**src/rtl/spi_slave_mode.sv**
```systemverilog
// SPI slave, all CPOL/CPHA modes; rx_valid rises SYNC_STAGES+1 clk edges after the final sample-edge sclk capture.
// TX/RX use valid/ready; an unaccepted RX word is overwritten (rx_overrun), an empty TX holding register sends zeros (tx_underrun).
`timescale 1ns/1ps
module spi_slave_mode #(
    parameter int WIDTH       = 8,
    parameter int CPOL        = 0,
    parameter int CPHA        = 0,
    parameter int MSB_FIRST   = 1,
    parameter int SYNC_STAGES = 2
) (
    input  logic             clk,
    input  logic             rst,
    input  logic             sclk,
    input  logic             mosi,
    input  logic             ss_n,
    output logic             miso,
    output logic             miso_oe,
    input  logic [WIDTH-1:0] tx_data,
    input  logic             tx_valid,
    output logic             tx_ready,
    output logic [WIDTH-1:0] rx_data,
    output logic             rx_valid,
    input  logic             rx_ready,
    output logic             rx_overrun,
    output logic             tx_underrun,
    output logic             frame_abort
);

    localparam int             CW        = $clog2(WIDTH);
    localparam logic [CW-1:0]  LAST_BIT  = CW'(WIDTH - 1);
    localparam logic           IDLE_SCLK = (CPOL != 0);
    localparam logic [0:0]     IDLE      = 1'b0;
    localparam logic [0:0]     ACTIVE    = 1'b1;

    logic [SYNC_STAGES-1:0] sclk_sync, mosi_sync, ss_sync;
    logic                   sclk_hist, ss_hist;
    logic [0:0]             state;
    logic [CW-1:0]          bit_cnt;
    logic [WIDTH-1:0]       tx_shift, tx_hold, rx_shift;
    logic                   rx_done;

    function automatic logic first_bit(input logic [WIDTH-1:0] w);
        return (MSB_FIRST != 0) ? w[WIDTH-1] : w[0];
    endfunction

    function automatic logic [WIDTH-1:0] shift_out(input logic [WIDTH-1:0] w);
        return (MSB_FIRST != 0) ? {w[WIDTH-2:0], 1'b0} : {1'b0, w[WIDTH-1:1]};
    endfunction

    function automatic logic [WIDTH-1:0] shift_in(input logic [WIDTH-1:0] w, input logic b);
        return (MSB_FIRST != 0) ? {w[WIDTH-2:0], b} : {b, w[WIDTH-1:1]};
    endfunction

    always_ff @(posedge clk) begin
        if (rst) begin
            sclk_sync <= {SYNC_STAGES{IDLE_SCLK}};
            mosi_sync <= '0;
            ss_sync   <= '1;
            sclk_hist <= IDLE_SCLK;
            ss_hist   <= 1'b1;
        end else begin
            sclk_sync <= {sclk_sync[SYNC_STAGES-2:0], sclk};
            mosi_sync <= {mosi_sync[SYNC_STAGES-2:0], mosi};
            ss_sync   <= {ss_sync[SYNC_STAGES-2:0], ss_n};
            sclk_hist <= sclk_sync[SYNC_STAGES-1];
            ss_hist   <= ss_sync[SYNC_STAGES-1];
        end
    end

    logic sclk_s, mosi_s, ss_s;
    logic sclk_edge, lead_edge, trail_edge, sample_edge, drive_edge;
    logic ss_fall, ss_rise, abort, load, capture;
    logic [WIDTH-1:0] load_word;

    assign sclk_s = sclk_sync[SYNC_STAGES-1];
    assign mosi_s = mosi_sync[SYNC_STAGES-1];
    assign ss_s   = ss_sync[SYNC_STAGES-1];

    assign sclk_edge   = (sclk_s != sclk_hist) && !ss_s && (state == ACTIVE);
    assign lead_edge   = sclk_edge && (sclk_hist == IDLE_SCLK);
    assign trail_edge  = sclk_edge && (sclk_s == IDLE_SCLK);
    assign sample_edge = (CPHA != 0) ? trail_edge : lead_edge;
    assign drive_edge  = (CPHA != 0) ? lead_edge : trail_edge;

    assign ss_fall = ss_hist && !ss_s && (state == IDLE);
    assign ss_rise = !ss_hist && ss_s && (state == ACTIVE);
    assign abort   = ss_rise && (bit_cnt != '0);

    // With CPHA=0 a drive edge seen at bit_cnt==0 is the one right after a word's last sample.
    assign load      = ((CPHA == 0) && ss_fall) || (drive_edge && (bit_cnt == '0));
    assign capture   = tx_valid && tx_ready;
    assign load_word = tx_ready ? '0 : tx_hold;

    assign miso_oe = (state == ACTIVE);

    always_ff @(posedge clk) begin
        if (rst) begin
            state       <= IDLE;
            bit_cnt     <= '0;
            tx_shift    <= '0;
            tx_hold     <= '0;
            rx_shift    <= '0;
            rx_done     <= 1'b0;
            miso        <= 1'b0;
            tx_ready    <= 1'b1;
            rx_data     <= '0;
            rx_valid    <= 1'b0;
            rx_overrun  <= 1'b0;
            tx_underrun <= 1'b0;
            frame_abort <= 1'b0;
        end else begin
            rx_done     <= 1'b0;
            rx_overrun  <= 1'b0;
            tx_underrun <= load && tx_ready;
            frame_abort <= abort;

            if (ss_fall) begin
                state <= ACTIVE;
            end else if (ss_rise) begin
                state <= IDLE;
            end

            if (abort) begin
                bit_cnt  <= '0;
                rx_shift <= '0;
            end else if (sample_edge) begin
                rx_shift <= shift_in(rx_shift, mosi_s);
                bit_cnt  <= (bit_cnt == LAST_BIT) ? '0 : bit_cnt + CW'(1);
                rx_done  <= (bit_cnt == LAST_BIT);
            end

            if (abort) begin
                tx_shift <= '0;
            end else if (load) begin
                miso     <= first_bit(load_word);
                tx_shift <= shift_out(load_word);
            end else if (drive_edge) begin
                miso     <= first_bit(tx_shift);
                tx_shift <= shift_out(tx_shift);
            end

            // A same-cycle load and capture: old word goes out, new word stays held.
            if (capture) begin
                tx_hold  <= tx_data;
                tx_ready <= 1'b0;
            end else if (load) begin
                tx_ready <= 1'b1;
            end

            if (rx_done) begin
                rx_data    <= rx_shift;
                rx_valid   <= 1'b1;
                rx_overrun <= rx_valid && !rx_ready;
            end else if (rx_valid && rx_ready) begin
                rx_valid <= 1'b0;
            end
        end
    end

endmodule

```
**config.mk**
```make
export PLATFORM = sky130hd
export DESIGN_NAME = spi_slave_mode
export DESIGN_NICKNAME = d
export VERILOG_FILES = /design/src/rtl/spi_slave_mode.sv
export SDC_FILE = /design/constraint.sdc
export NUM_CORES = 1
export LEC_CHECK = 0
export CORE_ASPECT_RATIO = 1.5
export CORE_MARGIN = 2
export CORE_UTILIZATION = 58
export CTS_BUF_LIST = sky130_fd_sc_hd__clkbuf_8
export DETAILED_ROUTE_END_ITERATION = 10
export PLACE_DENSITY = 0.85
export REMOVE_ABC_BUFFERS = 1
export SLEW_MARGIN = 20
export SYNTH_ARGS = -nofsm -noshare
export SYNTH_HDL_FRONTEND = slang
export SYNTH_SLANG_ARGS = --single-unit
```
**constraint.sdc**
```tcl
create_clock -name clk -period 2.94 [get_ports clk]
set_clock_uncertainty 0.05 [all_clocks]
set_input_delay 0.294 -clock clk [delete_from_list [all_inputs] [get_ports clk]]
set_output_delay 0.294 -clock clk [all_outputs]
set_load 0.03 [all_outputs]
```
**Yosys cells after proc, flatten, opt, wreduce, memory -nomap -nowiden**

Index checks and enable logic that the tools add are counted.

- Flip-flop bits (word level): 50
- Bits of input ports: 15
- Logic and storage cells: 67

- Add/sub/neg operators: 1
- Equality and inequality tests: 2
- Muxes and demuxes: 12
- Bitwise logic cells: 6
- Reductions and logical operators: 28

Operators by type and width:

| cell | number |
|---|---|
| $mux 8 | 3 |
| $logic_and 1x1->1 | 14 |
| $mux 1 | 8 |
| $reduce_bool 2->1 | 4 |
| $not 1->1 | 6 |
| $reduce_or 2->1 | 2 |
| $add 3x1->3 const B | 1 |
| $eq 3x3->1 const B | 1 |
| $logic_not 1->1 | 3 |
| $logic_not 3->1 | 1 |
| $mux 3 | 1 |
| $reduce_bool 3->1 | 1 |
| $reduce_or 3->1 | 1 |
| $reduce_and 2->1 | 1 |
| $logic_or 1x1->1 | 1 |
| $ne 1x1->1 | 1 |

**Depth between registers and ports, before layout**

- Word-level depth: 8
- Gate-level depth with buffers: 8
- Gate-level depth less buffers: 5

**Worst setup path after synthesis**

No wires, ideal clock.

- Kind: register to register
- From: reg state (netlist: miso_oe)
- To: reg miso
- Library setup time: 0.134 ns
- Data arrival time: 1.413 ns
- Data required time: 2.756 ns
- Path slack: 1.343 ns
- Stages on the path, launching flop included: 6
- Buffers on the path: 2
- Cell sequence: dfxtp_1 -> nor4bb_2 -> buf_6 -> or2_1 -> buf_6 -> a311oi_2

- Cells in the longest elaborated chain, start to end: 6
- Elaborated cells between the ends (all ways): 12
- Classes of those cells: mux (1); bitwise (2); reduce/logical (9)

Ends and longest elaborated chain:

| what | line | source |
|---|---|---|
| start, declared | 37 | `logic [0:0] state;` |
| start signal, assigned | 98 | `state <= IDLE;` |
| start signal, assigned | 118 | `state <= ACTIVE;` |
| start signal, assigned | 120 | `state <= IDLE;` |
| $logic_and 1x1->1 | 79 | `assign sclk_edge = (sclk_s != sclk_hist) && !ss_s && (state == ACTIVE);` |
| $logic_and 1x1->1 | 81 | `assign trail_edge = sclk_edge && (sclk_s == IDLE_SCLK);` |
| $logic_and 1x1->1 | 90 | `assign load = ((CPHA == 0) && ss_fall) \|\| (drive_edge && (bit_cnt == '0));` |
| $logic_or 1x1->1 | 90 |  |
| $reduce_bool 2->1 (no line) | - |  |
| $reduce_and 2->1 (no line) | - |  |
| end signal, assigned | 135 | `miso <= first_bit(load_word);` |
| end signal, assigned | 138 | `miso <= first_bit(tx_shift);` |
| end, declared | 16 | `output logic miso,` |

Parallel ways exist; a longest one is shown, timed or not.
A chain may end at the register's enable or synchronous reset.

**Worst setup path in the final report**

- From: reg tx_ready
- To: out tx_ready

RTL lines:

| what | line | source |
|---|---|---|
| start, declared | 20 | `output logic tx_ready,` |
| start signal, assigned | 105 | `tx_ready <= 1'b1;` |
| start signal, assigned | 145 | `tx_ready <= 1'b0;` |
| start signal, assigned | 147 | `tx_ready <= 1'b1;` |

No word-level cell between the ends.

==> results_dict.tcl <==
set metrics [dict create \
    critPathSlowestCell "clkdlybuf4s50_1" \
    overflow 0 \
    period_share_pct 66.1 \
    r2r_slack_ps 1090 \
    fmax_mhz 515 \
    synth_top_area_share_pct 50.3 \
    ys_seq_elements 50 \
    dp.cells 270 \
    vdd_drop_max_mv 0.493 \
    drv_slew 0 \
    cap_violations 0 \
    crit_family "buffers and inverters" \
    drcViolationCount 0 \
    required_ps 2600 \
    clock_latency_ps 300 \
    cts_buffer_depth 2 \
    antenna_cells 0 \
    clkTransAtPathRegs_ps 80 \
    crit_chain "clkdlybuf4s50_1" \
    min_to "ss_sync[1]$_SDFF_PP1_" \
    gp_congestion 0.756 \
    synth_area_um2 1990 \
    drt_wl_total_um 3430 \
    period_minus_slack_ps 1940 \
    num-fill-cells 255 \
    core-area_um2 3350 \
    hold_violations 0 \
    grt_pass1_wl_um 5890 \
    ys_warn_count 0 \
    r2r_start "miso_oe$_SDFFE_PP0P_" \
    hold_path_depth 1 \
    io_buffer_count 29 \
    antenna_found_initial 0 \
    rr_endpoint "tx_shift[2]$_SDFFE_PP0P_" \
    syn_inst 211 \
    ys_seq_area_share_pct 50.3 \
    yosys_most_used_dff "dfxtp_1" \
    synth.area.top_cells "dfxtp_1 (50%), nand2_1 (5.8%), a21oi_1 (5.8%), a311oi_2 (5.3%), mux2i_1 (4.0%)" \
    synth_most_common_cell "dfxtp_1" \
    syn2layout_area_growth_pct 19.3 \
    postCtsSetupRepairBufs 0 \
    grt_pass1_vias 1375 \
    wl_per_cell_um 12.3 \
    syn_avg_cell_area_um2 9.44 \
    clock-sinks 50 \
    die_y_um 75.8 \
    drt_iter0_drc 28 \
    startpoint_type "flop" \
    critPathKind "flop to output port" \
    grt_max_degree 33 \
    yosys.area.top_type "dfxtp_1" \
    cts_max_level 2 \
    start_util_pct 59.4 \
    finalNetCount 253 \
    p_leak_nw 0.801 \
    cts_buffers 5 \
    power.density_nw_per_um2 527 \
    worstRegToRegCells 3 \
    hp-start "ss_sync[0]$_SDFF_PP1_" \
    setup_viol_count_final 0 \
    cts-resized-gates 0 \
    vias 1494 \
    drive_above_1_share_pct 11.0 \
    synthDistinctLibCells 30 \
    first_pass_iters 4 \
    grt_util_all_layers_pct 20.1 \
    crit_buf_inv 1 \
    ys_top_cells_by_count "dfxtp_1 (50), nand2_1 (31), a21oi_1 (23), nand3_1 (16), nor2_1 (11)" \
    ant_nets 0 \
    ys_async_sr_fraction_pct 0 \
    rsz0062_at_grt "false" \
    cp-end-kind "output port" \
    synth_edf_count 0 \
    multi_input_area_um2 878 \
    die_width_um 51.9 \
    placementRows 26 \
    critical_path_depth 1 \
    worstPathArrival_ps 1600 \
    cts_hold_buf 0 \
    setup_tns_ps 0 \
    final_util_pct 70.9 \
    slew_headroom_pct 53.7 \
    cts_tree "done" \
    seq_area_um2 1000 \
    cp-startpoint "tx_ready$_SDFFE_PP1P_" \
    cp_max_fo 13 \
    dp_hpwl_um 2460 \
    dieArea_um2 3930 \
    finalNonFillerCells 278 \
    outcome "finished, final reports clean" \
    vias_per_cell 5.37 \
    hold_class "flop to flop" \
    io_pins 30 \
    cts-root-buf "clkbuf_8" \
    tightestPinTransition_ps 693 \
    cp_slowest_stage_delay_ps 750 \
]
==> power by group <==
part / switching, mW / internal [mW]
combinational: 0.0448 / 0.0438
sequential: 0.0143 / 0.695
clock: 0.206 / 0.248
==> cell type report <==
cell class | instances | area share [%]
multi-input combinational | 140 | 36.9
inverter | 5 | 0.789
sequential | 50 | 42.1
timing repair buffer | 33 | 13.5
tap | 42 | 2.21
clock buffer | 5 | 2.89
clock inverter | 3 | 1.58
==> how the worst max path moves through the flow <==
stage	endpoint	slack, ps
2_1_floorplan	miso$_SDFFE_PP0P_	970
3_3_place_gp	tx_shift[2]$_SDFFE_PP0P_	1130
3_5_place_dp	tx_shift[7]$_SDFFE_PP0P_	1090
4_1_cts	tx_ready	980
5_1_grt	tx_ready	890
6_report	tx_ready	1000
==> layout by cell type (no fill, tap or decap), drive strengths merged, types with 4 or more instances in the layout <==
cell type | synthesis | routed
a21oi | 23 | 23
a311oi | 7 | 7
buf | 8 | 4
clkbuf | 8 | 5
clkdlybuf4s50 | 0 | 29
dfxtp | 50 | 50
inv | 4 | 6
mux2i | 8 | 8
nand2 | 31 | 31
nand3 | 16 | 16
nor2 | 11 | 11
nor2b | 7 | 7
nor3 | 9 | 9
o211ai | 8 | 8
or2 | 4 | 4
==> cell families (layout without fill, tap and decap cells) <==
| group | after synthesis | after routing | synth area share (%) |
|---|---|---|---|
| mux | 8 | 8 | 4.02 |
| compound gates | 41 | 41 | 15.4 |
| buf+inv | 21 | 46 | 5.65 |
| fa+ha+maj | 3 | 3 | 1.88 |
| simple gates | 88 | 88 | 22.8 |
| flops | 50 | 50 | 50.3 |
==> state kept, by name (all words and copies together) (netlist names), 2 cells and up <==
| signal | flops |
|---|---|
| tx_shift | 7 |
| rx_shift | 8 |
| bit_cnt | 3 |
| tx_hold | 8 |
| sclk_sync | 2 |
| mosi_sync | 2 |
| rx_data | 8 |
| ss_sync | 2 |
==> layer usage <==
| metal | GRT usage [%] | up-vias | part of all wire (%) | routed length (um) |
|---|---|---|---|---|
| met5 | 0 | - | 0 | 0 |
| met4 | 8.77 | 0 | 1.8 | 63 |
| met3 | 5.29 | 7 | 3.1 | 105 |
| met2 | 37.4 | 28 | 54 | 1850 |
| met1 | 20.7 | 684 | 41 | 1410 |
| li1 | - | 775 | - | - |
==> per-stage QoR <==
stage	setup slack (ps)	hold slack (ps)	power [mW]	area [um2]
2_1_floorplan	966	312	0.771	1900
3_3_place_gp	1130	343	0.812	2270
3_5_place_dp	1090	363	0.814	2270
4_1_cts	977	383	1.26	2380
5_1_grt	894	404	1.30	2380
6_report	997	376	1.25	2380
Note: power is estimated with default switching activity, not from simulation.
